**src/rtl/alu_arbiter_if.sv**
```systemverilog
// Bundle of the two requester channels, the ALU operand/result bus and the
// response/statistics outputs of alu_arbiter. The arbiter uses the slave
// modport; a client (or testbench) driving the requests uses the master one.
interface alu_arbiter_if #(
    parameter int DATA_W = 8,
    parameter int INST_W = 3,
    parameter int OUT_W  = 16
);
    // Requester 0 channel
    logic              req0_valid_i;
    logic              req0_ready_o;
    logic [DATA_W-1:0] req0_a_i;
    logic [DATA_W-1:0] req0_b_i;
    logic [INST_W-1:0] req0_inst_i;

    // Requester 1 channel
    logic              req1_valid_i;
    logic              req1_ready_o;
    logic [DATA_W-1:0] req1_a_i;
    logic [DATA_W-1:0] req1_b_i;
    logic [INST_W-1:0] req1_inst_i;

    // Shared ALU bus
    logic [DATA_W-1:0] alu_a_o;
    logic [DATA_W-1:0] alu_b_o;
    logic [INST_W-1:0] alu_inst_o;
    logic [OUT_W-1:0]  alu_data_i;

    // Responses and statistics
    logic              rsp0_valid_o;
    logic              rsp1_valid_o;
    logic [OUT_W-1:0]  rsp_data_o;
    logic [15:0]       issue_cnt_o;

    // Arbiter side
    modport slave (
        input  req0_valid_i, req0_a_i, req0_b_i, req0_inst_i,
        output req0_ready_o,
        input  req1_valid_i, req1_a_i, req1_b_i, req1_inst_i,
        output req1_ready_o,
        output alu_a_o, alu_b_o, alu_inst_o,
        input  alu_data_i,
        output rsp0_valid_o, rsp1_valid_o, rsp_data_o, issue_cnt_o
    );

    // Client / environment side
    modport master (
        output req0_valid_i, req0_a_i, req0_b_i, req0_inst_i,
        input  req0_ready_o,
        output req1_valid_i, req1_a_i, req1_b_i, req1_inst_i,
        input  req1_ready_o,
        input  alu_a_o, alu_b_o, alu_inst_o,
        output alu_data_i,
        input  rsp0_valid_o, rsp1_valid_o, rsp_data_o, issue_cnt_o
    );
endinterface

```
**src/rtl/alu_arbiter.sv**
```systemverilog
// Round-robin arbiter sharing one ALU between two requesters. A granted
// request is registered onto the ALU inputs; a tag pipeline ALU_LAT deep
// follows each operation through the ALU and, when it falls out of the last
// stage, the ALU result is registered and pulsed to the owning requester.
module alu_arbiter #(
    parameter int DATA_W  = 8,
    parameter int INST_W  = 3,
    parameter int OUT_W   = 16,
    parameter int ALU_LAT = 2
) (
    input  logic          clk_p_i,
    input  logic          reset_p_i,
    alu_arbiter_if.slave  bus
);

    localparam int LAST = ALU_LAT - 1;

    // Which requester wins when both are valid
    typedef enum logic {
        PRIO_REQ0 = 1'b0,
        PRIO_REQ1 = 1'b1
    } prio_e;

    prio_e              prio_q, prio_d;

    logic               grant0;
    logic               grant1;
    logic               issue;

    logic [DATA_W-1:0]  alu_a_q, alu_a_d;
    logic [DATA_W-1:0]  alu_b_q, alu_b_d;
    logic [INST_W-1:0]  alu_inst_q, alu_inst_d;

    // Tag pipeline: bit i of tag_vld/tag_id describes the operation i+1
    // cycles into the ALU; tag_id = 1 means requester 1 owns it.
    logic [ALU_LAT-1:0] tag_vld_q, tag_vld_d;
    logic [ALU_LAT-1:0] tag_id_q, tag_id_d;

    logic               retire;
    logic               rsp0_q, rsp0_d;
    logic               rsp1_q, rsp1_d;
    logic [OUT_W-1:0]   rsp_data_q, rsp_data_d;
    logic [15:0]        cnt_q, cnt_d;

    // Round-robin grant; nothing is granted while reset is asserted
    always_comb begin
        grant0 = 1'b0;
        grant1 = 1'b0;
        if (!reset_p_i) begin
            if (bus.req0_valid_i && bus.req1_valid_i) begin
                grant0 = (prio_q == PRIO_REQ0);
                grant1 = (prio_q == PRIO_REQ1);
            end else begin
                grant0 = bus.req0_valid_i;
                grant1 = bus.req1_valid_i;
            end
        end
        issue = grant0 | grant1;
        // Whoever was just served loses priority to the other requester
        prio_d = prio_q;
        if (grant0) begin
            prio_d = PRIO_REQ1;
        end else if (grant1) begin
            prio_d = PRIO_REQ0;
        end
    end

    // Next-state for operand registers, tag pipeline, response and counter
    always_comb begin
        alu_a_d    = alu_a_q;
        alu_b_d    = alu_b_q;
        alu_inst_d = alu_inst_q;
        if (grant1) begin
            alu_a_d    = bus.req1_a_i;
            alu_b_d    = bus.req1_b_i;
            alu_inst_d = bus.req1_inst_i;
        end else if (grant0) begin
            alu_a_d    = bus.req0_a_i;
            alu_b_d    = bus.req0_b_i;
            alu_inst_d = bus.req0_inst_i;
        end

        // Stage 0 takes this cycle's issue (or a bubble); others shift on
        tag_vld_d    = '0;
        tag_id_d     = '0;
        tag_vld_d[0] = issue;
        tag_id_d[0]  = grant1;
        for (int i = 1; i < ALU_LAT; i++) begin
            tag_vld_d[i] = tag_vld_q[i-1];
            tag_id_d[i]  = tag_id_q[i-1];
        end

        // The last stage lines up with valid ALU data for that operation
        retire     = tag_vld_q[LAST];
        rsp0_d     = retire && !tag_id_q[LAST];
        rsp1_d     = retire &&  tag_id_q[LAST];
        rsp_data_d = retire ? bus.alu_data_i : rsp_data_q;

        cnt_d = cnt_q + 16'(issue);
    end

    // State registers; reset also flushes in-flight tags
    always_ff @(posedge clk_p_i) begin
        if (reset_p_i) begin
            prio_q     <= PRIO_REQ0;
            alu_a_q    <= '0;
            alu_b_q    <= '0;
            alu_inst_q <= '0;
            tag_vld_q  <= '0;
            tag_id_q   <= '0;
            rsp0_q     <= 1'b0;
            rsp1_q     <= 1'b0;
            rsp_data_q <= '0;
            cnt_q      <= '0;
        end else begin
            prio_q     <= prio_d;
            alu_a_q    <= alu_a_d;
            alu_b_q    <= alu_b_d;
            alu_inst_q <= alu_inst_d;
            tag_vld_q  <= tag_vld_d;
            tag_id_q   <= tag_id_d;
            rsp0_q     <= rsp0_d;
            rsp1_q     <= rsp1_d;
            rsp_data_q <= rsp_data_d;
            cnt_q      <= cnt_d;
        end
    end

    assign bus.req0_ready_o = grant0;
    assign bus.req1_ready_o = grant1;
    assign bus.alu_a_o      = alu_a_q;
    assign bus.alu_b_o      = alu_b_q;
    assign bus.alu_inst_o   = alu_inst_q;
    assign bus.rsp0_valid_o = rsp0_q;
    assign bus.rsp1_valid_o = rsp1_q;
    assign bus.rsp_data_o   = rsp_data_q;
    assign bus.issue_cnt_o  = cnt_q;

endmodule

```
**src/flat_wrapper.sv**
```systemverilog
// flat-port wrapper written by rule: the top's interface ports become plain ports
module alu_arbiter_flat 
#(
    parameter int DATA_W  = 8,
    parameter int INST_W  = 3,
    parameter int OUT_W   = 16,
    parameter int ALU_LAT = 2
)
  (clk_p_i, reset_p_i, bus_req0_valid_i, bus_req0_a_i, bus_req0_b_i, bus_req0_inst_i, bus_req0_ready_o, bus_req1_valid_i, bus_req1_a_i, bus_req1_b_i, bus_req1_inst_i, bus_req1_ready_o, bus_alu_a_o, bus_alu_b_o, bus_alu_inst_o, bus_alu_data_i, bus_rsp0_valid_o, bus_rsp1_valid_o, bus_rsp_data_o, bus_issue_cnt_o);
  alu_arbiter_if #(.DATA_W(DATA_W), .INST_W(INST_W), .OUT_W(OUT_W)) bus_i ();
  input  logic clk_p_i;
  input  logic reset_p_i;
  input wire logic [$bits(bus_i.req0_valid_i)-1:0] bus_req0_valid_i;
  input wire logic [$bits(bus_i.req0_a_i)-1:0] bus_req0_a_i;
  input wire logic [$bits(bus_i.req0_b_i)-1:0] bus_req0_b_i;
  input wire logic [$bits(bus_i.req0_inst_i)-1:0] bus_req0_inst_i;
  output wire logic [$bits(bus_i.req0_ready_o)-1:0] bus_req0_ready_o;
  input wire logic [$bits(bus_i.req1_valid_i)-1:0] bus_req1_valid_i;
  input wire logic [$bits(bus_i.req1_a_i)-1:0] bus_req1_a_i;
  input wire logic [$bits(bus_i.req1_b_i)-1:0] bus_req1_b_i;
  input wire logic [$bits(bus_i.req1_inst_i)-1:0] bus_req1_inst_i;
  output wire logic [$bits(bus_i.req1_ready_o)-1:0] bus_req1_ready_o;
  output wire logic [$bits(bus_i.alu_a_o)-1:0] bus_alu_a_o;
  output wire logic [$bits(bus_i.alu_b_o)-1:0] bus_alu_b_o;
  output wire logic [$bits(bus_i.alu_inst_o)-1:0] bus_alu_inst_o;
  input wire logic [$bits(bus_i.alu_data_i)-1:0] bus_alu_data_i;
  output wire logic [$bits(bus_i.rsp0_valid_o)-1:0] bus_rsp0_valid_o;
  output wire logic [$bits(bus_i.rsp1_valid_o)-1:0] bus_rsp1_valid_o;
  output wire logic [$bits(bus_i.rsp_data_o)-1:0] bus_rsp_data_o;
  output wire logic [$bits(bus_i.issue_cnt_o)-1:0] bus_issue_cnt_o;
  assign bus_i.req0_valid_i = bus_req0_valid_i;
  assign bus_i.req0_a_i = bus_req0_a_i;
  assign bus_i.req0_b_i = bus_req0_b_i;
  assign bus_i.req0_inst_i = bus_req0_inst_i;
  assign bus_req0_ready_o = bus_i.req0_ready_o;
  assign bus_i.req1_valid_i = bus_req1_valid_i;
  assign bus_i.req1_a_i = bus_req1_a_i;
  assign bus_i.req1_b_i = bus_req1_b_i;
  assign bus_i.req1_inst_i = bus_req1_inst_i;
  assign bus_req1_ready_o = bus_i.req1_ready_o;
  assign bus_alu_a_o = bus_i.alu_a_o;
  assign bus_alu_b_o = bus_i.alu_b_o;
  assign bus_alu_inst_o = bus_i.alu_inst_o;
  assign bus_i.alu_data_i = bus_alu_data_i;
  assign bus_rsp0_valid_o = bus_i.rsp0_valid_o;
  assign bus_rsp1_valid_o = bus_i.rsp1_valid_o;
  assign bus_rsp_data_o = bus_i.rsp_data_o;
  assign bus_issue_cnt_o = bus_i.issue_cnt_o;
  alu_arbiter #(.DATA_W(DATA_W), .INST_W(INST_W), .OUT_W(OUT_W), .ALU_LAT(ALU_LAT)) u_core (.clk_p_i(clk_p_i), .reset_p_i(reset_p_i), .bus(bus_i));
endmodule
```
**config.mk**
```make
export PLATFORM = sky130hd
export DESIGN_NAME = alu_arbiter_flat
export DESIGN_NICKNAME = d
export VERILOG_FILES = /design/src/rtl/alu_arbiter_if.sv /design/src/rtl/alu_arbiter.sv /design/src/flat_wrapper.sv
export SDC_FILE = /design/constraint.sdc
export NUM_CORES = 1
export LEC_CHECK = 0
export CORE_ASPECT_RATIO = 0.7
export CORE_MARGIN = 2
export CORE_UTILIZATION = 30
export DETAILED_ROUTE_END_ITERATION = 12
export PLACE_DENSITY = 0.7
export SYNTH_ARGS = -nofsm -noshare
export SYNTH_HDL_FRONTEND = slang
export SYNTH_SLANG_ARGS = --single-unit
```
**constraint.sdc**
```tcl
create_clock -name clk_p_i -period 4.9 [get_ports clk_p_i]
set_input_delay 0.735 -clock clk_p_i [delete_from_list [all_inputs] [get_ports clk_p_i]]
set_output_delay 0.735 -clock clk_p_i [all_outputs]
set_load 0.05 [all_outputs]
```
-- Yosys cells after proc, flatten, opt, wreduce, memory -nomap -nowiden
Cells that the tools add are included.
- logic and storage cells: 30
- register bits: 58
- input bits: 58
- reductions and logical operators: 5
- $add $sub $neg: 1
- bitwise operators: 2
- multiplexer cells: 12
- operators with widths (kind ; count):
    8-bit two-way mux ; 4
    16-bit by 1-bit adder with 16-bit output ; 1
    1-bit two-way mux ; 6
    3-bit two-way mux ; 2
    1-bit logical AND ; 3
    2-bit nonzero test ; 1
    1-bit zero test ; 1
    1-bit inverter ; 1
    1-bit OR ; 1

-- Depth between registers and ports, before layout
- depth in word-level cells: 5
- gate-level depth with buffers: 9
- depth with buffers taken out: 8

-- Worst setup path before layout
Ideal clock, no wire load.
- path type: input to register
- start: in bus_req0_valid_i
- end: reg u_core.cnt_q[12], in the netlist u_core.bus.issue_cnt_o[12]
- buffers on the path: 1
- slack: 2.553 ns
- arrival time: 2.219 ns
- library setup time: 0.128 ns
- stages on the path: 9
- cell sequence: nor2_1 -> nor2_1 -> clkbuf_1 -> ha_1 -> ha_1 -> inv_1 -> nor4_1 -> xnor2_1 -> nor2_1
- longest elaborated chain between the ends: 5
- elaborated cells on any way between the ends: 7
- ends and longest elaborated chain (item ; line ; text):
    from (decl) ; flat_wrapper.sv:13 ; input wire logic [$bits(bus_i.req0_valid_i)-1:0] bus_req0_valid_i;
    1-bit logical AND ; alu_arbiter.sv:50 ; if (bus.req0_valid_i && bus.req1_valid_i) begin
    1-bit two-way mux ; alu_arbiter.sv:50 ;
    1-bit two-way mux ; alu_arbiter.sv:49 ; if (!reset_p_i) begin
    1-bit OR * ; alu_arbiter.sv:58 ; issue = grant0 | grant1;
    via u_core.issue ; alu_arbiter.sv:28 ; logic issue;
    16-bit by 1-bit adder with 16-bit output * ; alu_arbiter.sv:99 ; cnt_d = cnt_q + 16'(issue);
    to (signal assigned) ; alu_arbiter.sv:125 ; cnt_q <= cnt_d;
    to (decl) ; alu_arbiter.sv:43 ; logic [15:0] cnt_q, cnt_d;
The timed path passes the listed nets; every way through them passes the cells marked *.
A chain may end at the register's enable or synchronous reset.

-- Worst setup path in the final report
- start: in bus_req0_valid_i
- end: out bus_req1_ready_o
- longest elaborated chain between the ends: 3
- ends and longest elaborated chain (item ; line ; text):
    1-bit logical AND ; alu_arbiter.sv:50 ;
    1-bit two-way mux ; alu_arbiter.sv:50 ;
    1-bit two-way mux ; alu_arbiter.sv:49 ;
    to (decl) ; flat_wrapper.sv:22 ; output wire logic [$bits(bus_i.req1_ready_o)-1:0] bus_req1_ready_o;
No other way between the ends.

==> reports/results.ini <==
[worst_setup_path]
required_ps=4160
path_cells=clkdlybuf4s50_1, nand2b_1, nand3b_1, buf_4, inv_1, clkdlybuf4s50_1
cpMaxStageDelayCell=clkdlybuf4s50_1
end_kind=output pin
crit_top_cell=clkdlybuf4s50_1
cp.arrival_ps=3020
cp_max_fo=21
start_kind=input port
worstSetupPathType=input port to output pin
cp_slowest_stage_delay_ps=920

[cells_and_area]
utilization=0.508
final_area_um2=3720
layoutNonFillerInstCount=466
drive_gt1_frac=0.0598
antenna_cells=0
nets=423
area_growth_pct=64.0

[detailed_routing]
ant_nets=0
drt-met1-wl_um=2590
dr_total_vias=2191
top_layer=met4
avgRoutedWirePerCell_um=12.4
routed-wl-met2_um=2480
dr_wl_met3_um=647
dr.pass1.iters=4
drt_iter0_drc=67
wirelength_um=5780
drc=0
viasPerCell=4.70

[placed_design]
place_area_um2=3470
gp_congestion=0.794
hpwl_um=4040
io_buffers=112
dp.cells=450

[timing]
hold_viol=0
tightest_slew_ps=952
maxSlewViolCount=0
rsz0062_at_grt=false
slew_headroom=0.364
setup-violations-final=0
finalCritPeriodShare=0.766
finalCriticalPeriod_ps=3750
clock_skew_ps=5.17
fmax_mhz=267
tns_ps=0

[die]
die_width_um=108
start_util=0.310
chipHeight_um=76.8
pin_count=113
fp.dieArea_um2=8280
fp-row-count=26
core_um2=7320

[power_and_ir_drop]
power_density_nw_per_um2=344
leakage_nw=1.39
ir_worst_vdd_v=0.000147
finalPower_w=0.00128

[global_route]
first_global_vias=2006
grt_max_degree=59
grt_pass1_wl_um=9370
antenna_found_initial=0
overflow=0
track_usage=0.145

[clocking]
ctsResizeCount=0
hold_buffers=0
cts.sinks=58
clock-root-buffer=clkbuf_8
path_clk_slew_ps=60
cts_tree=yes
clockBufferDepth=2
clk_latency_ps=330
numCtsBuffers=9
h-tree-depth=3
post_cts_buffers=0

[job]
max-cap-violations=0

[synthesis]
seq_area_frac_synth=0.512
ys_types=28
syn_inst=253
yosys_warnings=0
avgSynthCellArea_um2=8.97
syn_nets=313
netlist_area_um2=2270
ys_ff_latch=58

[hold_path]
hold_path.class=register to register

[status]
status=finished clean

## cells by family after synthesis
| group | Yosys count | synth area share |
|---|---|---|
| buffers and inverters | 19 | 0.0331 |
| muxes | 16 | 0.0706 |
| and+or+nand+nor | 121 | 0.237 |
| AOI/OAI and AO/OA | 25 | 0.0899 |
| DFF | 58 | 0.512 |
| adders and majority gates | 2 | 0.0110 |
| xor gates and xnor gates | 12 | 0.0463 |
## layer usage
layer  global-route usage  up-vias
li1                     -     1092
met1                0.170     1002
met2                0.219       93
met3               0.0833        4
met4               0.0538        0
met5                    0        -
## metrics by stage
step / worst slack, ps / hold slack, ps
3_3_place_gp: 1200 / 401
4_1_cts: 1140 / 413
2_1_floorplan: 2550 / 388
6_report: 1150 / 410
5_1_grt: 1070 / 446
3_5_place_dp: 1140 / 404
## worst paths after layout
path | from | endpoint | slack (ps) | cells past startpoint
min reg2reg | u_core.tag_id_q[1] | u_core.bus.rsp0_valid_o | 410 | 1
max | bus_req0_valid_i | bus_req1_ready_o | 1150 | 6
min | u_core.tag_id_q[1] | u_core.bus.rsp0_valid_o | 410 | 1
max reg2reg | u_core.prio_q | u_core.bus.alu_a_o[5] | 3130 | 6
## area by class of cell
type / count / area, um2
Inverter: 3 / 11.3
Clock inverter: 5 / 100
Timing Repair Buffer: 115 / 1140
Sequential cell: 58 / 1160
Clock buffer: 11 / 151
Multi-Input combinational cell: 176 / 1030
Fill cell: 670 / 3600
Tap cell: 98 / 123
## power by group
part           leakage (nW)  total (W)  switching (W)  internal, W
sequential            0.475   0.000510      0.0000154     0.000494
combinational         0.789   0.000220       0.000123    0.0000969
clock                 0.129   0.000548       0.000185     0.000364
## worst max-delay path, delay by kind of cell
family / cells / cell delay [ps]
simple gates: 2 / 200
buf+inv: 4 / 2070
## placed cells by master (no fill, tap or decap), drive strengths merged
cell and n:
or4 2, inv 3, and4 2, nand2 41
a21oi 3, nor4 2, xnor2 6, nand3b 1
xor2 6, and3b 1, dfxtp 58, a311oi 19
nor3b 1, and2 2, clkinv 2, mux2i 16
o31ai 2, nand2b 1, bufinv 3, nor2b 4
nand4 7, nor3 2, nand3 4, buf 4
clkdlybuf4s50 111, clkbuf 11, nor2 51, o21a 1
ha 2
## Yosys cell counts
cell | instances | area share
and2_1 | 2 | 0.0055
and3b_1 | 1 | 0.0039
nor2_1 | 51 | 0.084
or4_1 | 2 | 0.0066
buf_2 | 3 | 0.0066
nand2_1 | 41 | 0.068
dfxtp_1 | 58 | 0.51
xor2_1 | 6 | 0.023
a21oi_1 | 3 | 0.0066
nand3_1 | 4 | 0.0088
xnor2_1 | 6 | 0.023
nand4_2 | 1 | 0.0055
buf_1 | 2 | 0.0033
o31ai_1 | 2 | 0.0066
nor2b_1 | 4 | 0.011
nand2b_1 | 1 | 0.0028
a311oi_1 | 19 | 0.073
o21a_1 | 1 | 0.0033
nor3b_1 | 1 | 0.0033
inv_1 | 3 | 0.0050
mux2i_1 | 16 | 0.071
and4_1 | 2 | 0.0077
ha_1 | 2 | 0.011
nand3b_1 | 1 | 0.0033
nand4_1 | 6 | 0.017
nor4_1 | 2 | 0.0055
nor3_1 | 2 | 0.0044
clkbuf_1 | 11 | 0.018
## flip-flops by register name (all words and copies together), names as in the netlist
| signal | cells |
|---|---|
| u_core.bus.alu_inst_o | 3 |
| u_core.bus.rsp1_valid_o | 1 |
| u_core.tag_id_q | 2 |
| u_core.bus.rsp_data_o | 16 |
| u_core.prio_q | 1 |
| u_core.bus.rsp0_valid_o | 1 |
| u_core.bus.alu_a_o | 8 |
| u_core.bus.alu_b_o | 8 |
| u_core.bus.issue_cnt_o | 16 |
| u_core.tag_vld_q | 2 |
Power figures use the tool's default switching activity.
